**config.mk**
```make
export PLATFORM = sky130hd
export DESIGN_NAME = dds_spi_responder
export DESIGN_NICKNAME = d
export VERILOG_FILES = /design/src/rtl/dds_spi_responder.sv
export SDC_FILE = /design/constraint.sdc
export NUM_CORES = 1
export LEC_CHECK = 0
export ABC_AREA = 1
export CAP_MARGIN = 20
export CORE_UTILIZATION = 62
export CTS_CLUSTER_SIZE = 20
export DETAILED_ROUTE_END_ITERATION = 10
export PLACE_DENSITY = 0.85
export SYNTH_ARGS = -nofsm -noshare
export SYNTH_HDL_FRONTEND = slang
export SYNTH_SLANG_ARGS = --single-unit
```
**constraint.sdc**
```tcl
create_clock -name clk_in -period 4 [get_ports clk_in]
set_clock_uncertainty 0.05 [all_clocks]
set_input_delay 0.4 -clock clk_in [delete_from_list [all_inputs] [get_ports clk_in]]
set_output_delay 0.4 -clock clk_in [all_outputs]
set_load 0.02 [all_outputs]
```
**src/rtl/dds_spi_responder.sv**
```systemverilog
// 3-wire serial write responder: shadow freq/phase/amp registers, committed on io_update rising edge.
// Commit latency SYNC_STAGES+2 clk_in cycles; no backpressure. Readback port under DDS_SPI_READBACK_EN.
module dds_spi_responder #(
  parameter int SYNC_STAGES = 2
) (
  input  logic        clk_in,
  input  logic        reset_in,
  input  logic        sclk_in,
  input  logic        csb_in,
  input  logic        sdio_in,
  input  logic        io_update_in,
`ifdef DDS_SPI_READBACK_EN
  output logic        sdio_out,
  output logic        sdio_oe,
`endif
  output logic [47:0] freq_out,
  output logic [13:0] phase_out,
  output logic [9:0]  amp_out,
  output logic        freq_update,
  output logic        phase_update,
  output logic        amp_update,
  output logic        frame_err
);

  typedef enum logic [2:0] {
    ST_WAIT_CSB,
    ST_IDLE,
    ST_INSTR,
    ST_DATA,
    ST_DONE
  } state_t;

  logic [SYNC_STAGES-1:0] sclk_sync, csb_sync, sdio_sync, io_sync;
  logic sclk_hist, csb_hist, io_hist;
  logic sclk_s, csb_s, sdio_s, io_s;
  logic sclk_rise, csb_fall, csb_rise, io_rise;

  // Reset the csb synchronizer low so ST_WAIT_CSB only trusts a real idle level.
  always_ff @(posedge clk_in) begin
    if (reset_in) begin
      sclk_sync <= '0;
      csb_sync  <= '0;
      sdio_sync <= '0;
      io_sync   <= '0;
      sclk_hist <= 1'b0;
      csb_hist  <= 1'b0;
      io_hist   <= 1'b0;
    end else begin
      sclk_sync <= {sclk_sync[SYNC_STAGES-2:0], sclk_in};
      csb_sync  <= {csb_sync[SYNC_STAGES-2:0], csb_in};
      sdio_sync <= {sdio_sync[SYNC_STAGES-2:0], sdio_in};
      io_sync   <= {io_sync[SYNC_STAGES-2:0], io_update_in};
      sclk_hist <= sclk_s;
      csb_hist  <= csb_s;
      io_hist   <= io_s;
    end
  end

  assign sclk_s    = sclk_sync[SYNC_STAGES-1];
  assign csb_s     = csb_sync[SYNC_STAGES-1];
  assign sdio_s    = sdio_sync[SYNC_STAGES-1];
  assign io_s      = io_sync[SYNC_STAGES-1];
  assign sclk_rise = sclk_s & ~sclk_hist;
  assign csb_fall  = ~csb_s & csb_hist;
  assign csb_rise  = csb_s & ~csb_hist;
  assign io_rise   = io_s & ~io_hist;

  state_t      state;
  logic [3:0]  bit_cnt;
  logic [14:0] shift_q;
  logic        rw_q;
  logic        stream_q;
  logic [1:0]  bytes_left;
  logic [12:0] addr_q;
  logic [15:0] instr_word;
  logic        byte_last;
  logic        wr_en;

  assign instr_word = {shift_q, sdio_s};
  assign byte_last  = (bit_cnt[2:0] == 3'd7);
  assign wr_en      = (state == ST_DATA) && sclk_rise && !csb_rise && byte_last && !rw_q;

  logic [47:0] freq_sh, freq_nxt;
  logic [13:0] phase_sh, phase_nxt;
  logic [9:0]  amp_sh, amp_nxt;
  logic        freq_dirty, phase_dirty, amp_dirty;
  logic        freq_dirty_nxt, phase_dirty_nxt, amp_dirty_nxt;
  logic [1:0]  commit_pipe;
  logic        commit;

  // Next-state shadow view lets a byte landing on the commit cycle join that commit.
  always_comb begin
    freq_nxt        = freq_sh;
    phase_nxt       = phase_sh;
    amp_nxt         = amp_sh;
    freq_dirty_nxt  = freq_dirty;
    phase_dirty_nxt = phase_dirty;
    amp_dirty_nxt   = amp_dirty;
    if (wr_en) begin
      case (addr_q)
        13'h01AB: begin freq_nxt[47:40] = instr_word[7:0]; freq_dirty_nxt = 1'b1; end
        13'h01AA: begin freq_nxt[39:32] = instr_word[7:0]; freq_dirty_nxt = 1'b1; end
        13'h01A9: begin freq_nxt[31:24] = instr_word[7:0]; freq_dirty_nxt = 1'b1; end
        13'h01A8: begin freq_nxt[23:16] = instr_word[7:0]; freq_dirty_nxt = 1'b1; end
        13'h01A7: begin freq_nxt[15:8]  = instr_word[7:0]; freq_dirty_nxt = 1'b1; end
        13'h01A6: begin freq_nxt[7:0]   = instr_word[7:0]; freq_dirty_nxt = 1'b1; end
        13'h01AD: begin phase_nxt[13:8] = instr_word[5:0]; phase_dirty_nxt = 1'b1; end
        13'h01AC: begin phase_nxt[7:0]  = instr_word[7:0]; phase_dirty_nxt = 1'b1; end
        13'h040C: begin amp_nxt[9:8]    = instr_word[1:0]; amp_dirty_nxt = 1'b1; end
        13'h040B: begin amp_nxt[7:0]    = instr_word[7:0]; amp_dirty_nxt = 1'b1; end
        default: ;
      endcase
    end
  end

  // Two pipeline stages after edge detection fix the commit at SYNC_STAGES+2 cycles.
  assign commit = commit_pipe[1];

  always_ff @(posedge clk_in) begin
    if (reset_in) begin
      commit_pipe  <= '0;
      freq_sh      <= '0;
      phase_sh     <= '0;
      amp_sh       <= '0;
      freq_dirty   <= 1'b0;
      phase_dirty  <= 1'b0;
      amp_dirty    <= 1'b0;
      freq_out     <= '0;
      phase_out    <= '0;
      amp_out      <= '0;
      freq_update  <= 1'b0;
      phase_update <= 1'b0;
      amp_update   <= 1'b0;
    end else begin
      commit_pipe  <= {commit_pipe[0], io_rise};
      freq_sh      <= freq_nxt;
      phase_sh     <= phase_nxt;
      amp_sh       <= amp_nxt;
      freq_dirty   <= freq_dirty_nxt & ~commit;
      phase_dirty  <= phase_dirty_nxt & ~commit;
      amp_dirty    <= amp_dirty_nxt & ~commit;
      freq_update  <= commit & freq_dirty_nxt;
      phase_update <= commit & phase_dirty_nxt;
      amp_update   <= commit & amp_dirty_nxt;
      if (commit && freq_dirty_nxt)  freq_out  <= freq_nxt;
      if (commit && phase_dirty_nxt) phase_out <= phase_nxt;
      if (commit && amp_dirty_nxt)   amp_out   <= amp_nxt;
    end
  end

`ifdef DDS_SPI_READBACK_EN
  logic sclk_fall;
  logic [7:0] rd_byte;

  assign sclk_fall = ~sclk_s & sclk_hist;

  always_comb begin
    rd_byte = 8'h00;
    case (addr_q)
      13'h01AB: rd_byte = freq_sh[47:40];
      13'h01AA: rd_byte = freq_sh[39:32];
      13'h01A9: rd_byte = freq_sh[31:24];
      13'h01A8: rd_byte = freq_sh[23:16];
      13'h01A7: rd_byte = freq_sh[15:8];
      13'h01A6: rd_byte = freq_sh[7:0];
      13'h01AD: rd_byte = {2'b00, phase_sh[13:8]};
      13'h01AC: rd_byte = phase_sh[7:0];
      13'h040C: rd_byte = {6'b000000, amp_sh[9:8]};
      13'h040B: rd_byte = amp_sh[7:0];
      default:  rd_byte = 8'h00;
    endcase
  end
`endif

  always_ff @(posedge clk_in) begin
    if (reset_in) begin
      state      <= ST_WAIT_CSB;
      bit_cnt    <= '0;
      shift_q    <= '0;
      rw_q       <= 1'b0;
      stream_q   <= 1'b0;
      bytes_left <= '0;
      addr_q     <= '0;
      frame_err  <= 1'b0;
`ifdef DDS_SPI_READBACK_EN
      sdio_out   <= 1'b0;
      sdio_oe    <= 1'b0;
`endif
    end else begin
      frame_err <= 1'b0;
      if (sclk_rise) shift_q <= instr_word[14:0];
      if (csb_rise && (state == ST_INSTR || state == ST_DATA || state == ST_DONE)) begin
        frame_err <= (state == ST_INSTR) ||
                     (state == ST_DATA && (bit_cnt[2:0] != 3'd0 || !stream_q));
        state     <= ST_IDLE;
`ifdef DDS_SPI_READBACK_EN
        sdio_oe   <= 1'b0;
`endif
      end else begin
        case (state)
          ST_WAIT_CSB: if (csb_s) state <= ST_IDLE;
          ST_IDLE: begin
            if (csb_fall) begin
              bit_cnt <= '0;
              state   <= ST_INSTR;
            end
          end
          ST_INSTR: begin
            if (sclk_rise) begin
              if (bit_cnt == 4'd15) begin
                rw_q       <= instr_word[15];
                stream_q   <= &instr_word[14:13];
                bytes_left <= instr_word[14:13];
                addr_q     <= instr_word[12:0];
                bit_cnt    <= '0;
                state      <= ST_DATA;
`ifdef DDS_SPI_READBACK_EN
                sdio_oe    <= instr_word[15];
`endif
              end else begin
                bit_cnt <= bit_cnt + 4'd1;
              end
            end
          end
          ST_DATA: begin
            if (sclk_rise) begin
              bit_cnt <= {1'b0, bit_cnt[2:0] + 3'd1};
              if (byte_last) begin
                addr_q <= addr_q - 13'd1;
                if (!stream_q) begin
                  if (bytes_left == 2'd0) begin
                    state <= ST_DONE;
`ifdef DDS_SPI_READBACK_EN
                    sdio_oe <= 1'b0;
`endif
                  end else begin
                    bytes_left <= bytes_left - 2'd1;
                  end
                end
              end
            end
`ifdef DDS_SPI_READBACK_EN
            if (sclk_fall && rw_q) sdio_out <= rd_byte[~bit_cnt[2:0]];
`endif
          end
          default: ;
        endcase
      end
    end
  end

endmodule

```
==> flow_metrics.env <==
export IMPL_synth_area_per_cell_um2=7.23
export IMPL_fp_dieW_um=121
export IMPL_place_gp_congestion=0.919
export IMPL_htreeDepth=1
export IMPL_worst_ir_drop_vdd_mv=0.394
export IMPL_cts_setup_buffers=0
export IMPL_syn_inst=1205
export IMPL_viasPerCell=5.43
export IMPL_io_pins=82
export IMPL_setup_violations_final=0
export IMPL_yosys_warnings=0
export IMPL_synthTopCellsByArea="dfxtp_1 47%, nor2_1 9.3%, nand2_1 9.0%, nand3_1 6.0%, a21oi_1 5.3%"
export IMPL_hold_path_class="flop to flop"
export IMPL_crit_path_end_kind="flop"
export IMPL_io_buffers=81
export IMPL_yosysTopAreaCell="dfxtp_1"
export IMPL_antenna_found_initial=0
export IMPL_post_place_ws_ns=1.40
export IMPL_cp_arrival_ns=2.94
export IMPL_post_route_util_pct=74.6
export IMPL_fin_setup_tns_ns=0
export IMPL_finalWirelength_mm=19.5
export IMPL_detail_route_antenna_nets=0
export IMPL_clk_latency_ns=0.49
export IMPL_num_rows=42
export IMPL_grtUsageTotal_pct=27.2
export IMPL_area_growth_synth_to_final_pct=15.2
export IMPL_final_nets=1253
export IMPL_p_leak_uw=0.00421
export IMPL_start_util_pct=64.7
export IMPL_grt_max_degree=148
export IMPL_core_area_mm2=0.0135
export IMPL_die_area_mm2=0.0145
export IMPL_holdWs_ns=0.350
export IMPL_post_route_period_util_pct=65.4
export IMPL_reg2reg_from="bit_cnt[1]"
export IMPL_vias=7732
export IMPL_min_from="commit_pipe[0]"
export IMPL_register_area_mm2=0.00407
export IMPL_syn_nets=1220
export IMPL_cp_start_kind="flop"
export IMPL_drt_iter0_drc=751
export IMPL_ys_seq_area_share_pct=46.7
export IMPL_relSlewSlack_pct=25.7
export IMPL_grt_overflow=0
export IMPL_tightest_slew_ns=1.11
export IMPL_hold_violations=0
export IMPL_firstDrtPassIters=6
export IMPL_syn_area_mm2=0.00871
export IMPL_die_y_um=121
export IMPL_synth_top_cell_area_share_pct=46.7
export IMPL_clockBufferDepth=3
export IMPL_grt_pass1_vias=6831
export IMPL_critPathMaxFanout=21
export IMPL_setup_slack_ns=1.39
export IMPL_wl_per_cell_um=13.7
export IMPL_r2r_cells=10
export IMPL_grt_pass1_wl_mm=32.3
export IMPL_nFillCells=1041
export IMPL_synthFlopType="dfxtp_1"
export IMPL_clkTransAtPathRegs_ns=0.06
export IMPL_drive_above_1_share_pct=6.57
export IMPL_drc=0
export IMPL_diodes=0
export IMPL_synth_async_reset_ratio_pct=0
export IMPL_worstPathRequired_ns=4.32
export IMPL_synth_seq_cells=203
export IMPL_clockRootBuffer="clkbuf_16"
export IMPL_multi_input_area_mm2=0.00377
export IMPL_whs_path_depth=2
export IMPL_synthDistinctLibCells=40
export IMPL_post_route_min_period_ns=2.61
export IMPL_cts_tree="yes"
export IMPL_dp_hpwl_mm=11.7
export IMPL_p_per_area_mw_per_mm2=422
export IMPL_maxSlewViolCount=0
export IMPL_drv_cap=0
export IMPL_cts_num_sinks=203
export IMPL_synth_edf_count=0
export IMPL_cts_made_buffers=21
export IMPL_layout_common_cells="215 x nor2_1, 209 x nand2_1, 202 x dfxtp_1"
export IMPL_layout_commonest_cell="nor2_1"
export IMPL_startpoint="bit_cnt[1]"
export IMPL_rsz0062_at_grt="no"
export IMPL_postCtsResizedCells=0
export IMPL_worstSetupPathType="flop to flop"
export IMPL_status="complete, no violations"
export IMPL_max_freq_mhz=383
export IMPL_hold_buffers=0
-- routing by layer --
metal,global-route usage (%),up-vias,wire length [um]
met5,0,-,0
met4,11.0,0,729
met3,3.16,52,1070
met2,45.4,276,9090
met1,35.9,3507,8620
li1,-,3897,-
-- per-stage QoR --
stage	instances	power [uW]	instance area, um2
global route	1425	4390	10000
CTS	1425	4240	10000
floorplan	1205	2400	8710
detailed placement	1391	2470	9410
finish	1425	4230	10000
global placement	1391	2460	9410
-- cell type report --
| class | instances | area share (%) |
|---|---|---|
| clock buffer | 32 | 6.15 |
| inverter | 123 | 4.60 |
| tap | 176 | 2.19 |
| clock inverter | 2 | 0.0997 |
| sequential | 203 | 40.5 |
| timing repair buffer | 88 | 8.83 |
| multi-input combinational | 801 | 37.6 |
-- synth_stat cells, types with 7 or more instances --
cell	n
nand3_1	104
inv_1	112
a21oi_1	93
nor2_1	215
a21oi_2	9
nand2_1	209
o21ai_0	56
buf_4	8
buf_2	20
nor3_1	8
inv_2	9
ha_1	9
buf_1	11
nor2_2	7
clkbuf_1	32
o21ai_1	50
dfxtp_1	203
-- cells by family after synthesis --
logic type | after synthesis | synth area share (%)
fa+ha+maj | 9 | 1.29
compound gates | 219 | 13.3
buf+inv | 201 | 10.0
simple gates | 570 | 28.5
flops | 203 | 46.7
xor+xnor | 3 | 0.302
-- state kept, by name, summed over array words and instances (netlist names), 2 cells and up --
signal / cells
io_sync: 2
csb_sync: 2
sdio_sync: 2
freq_sh: 48
bit_cnt: 4
state: 3
phase_out: 14
bytes_left: 2
shift_q: 15
phase_sh: 14
sclk_sync: 2
freq_out: 48
addr_q: 13
amp_out: 10
commit_pipe: 2
amp_sh: 10
-- worst max-delay path, stage by stage (launching register included) --
cell and delay (ns):
dfxtp_1 0.38, ha_1 0.20, ha_1 0.17, nand2_1 0.09, nor3_4 0.14, buf_4 0.29, nand3b_4 0.24, nand3_1 0.64
nand3_1 0.15, nand2_1 0.09, nor2_1 0.04
-- final timing paths --
| check | end | slack, ns |
|---|---|---|
| setup reg to reg | amp_out[1] | 1.39 |
| hold / removal | commit_pipe[1] | 0.35 |
| hold reg to reg | commit_pipe[1] | 0.35 |
| setup / recovery | amp_out[1] | 1.39 |
-- report_power, final --
group / switching [uW] / leakage [uW] / internal (uW)
clock: 748 / 0.000310 / 1050
sequential: 47.3 / 0.00164 / 2050
combinational: 231 / 0.00226 / 99.4
total: 1030 / 0.00421 / 3210
(Power assumes the default switching activity.)
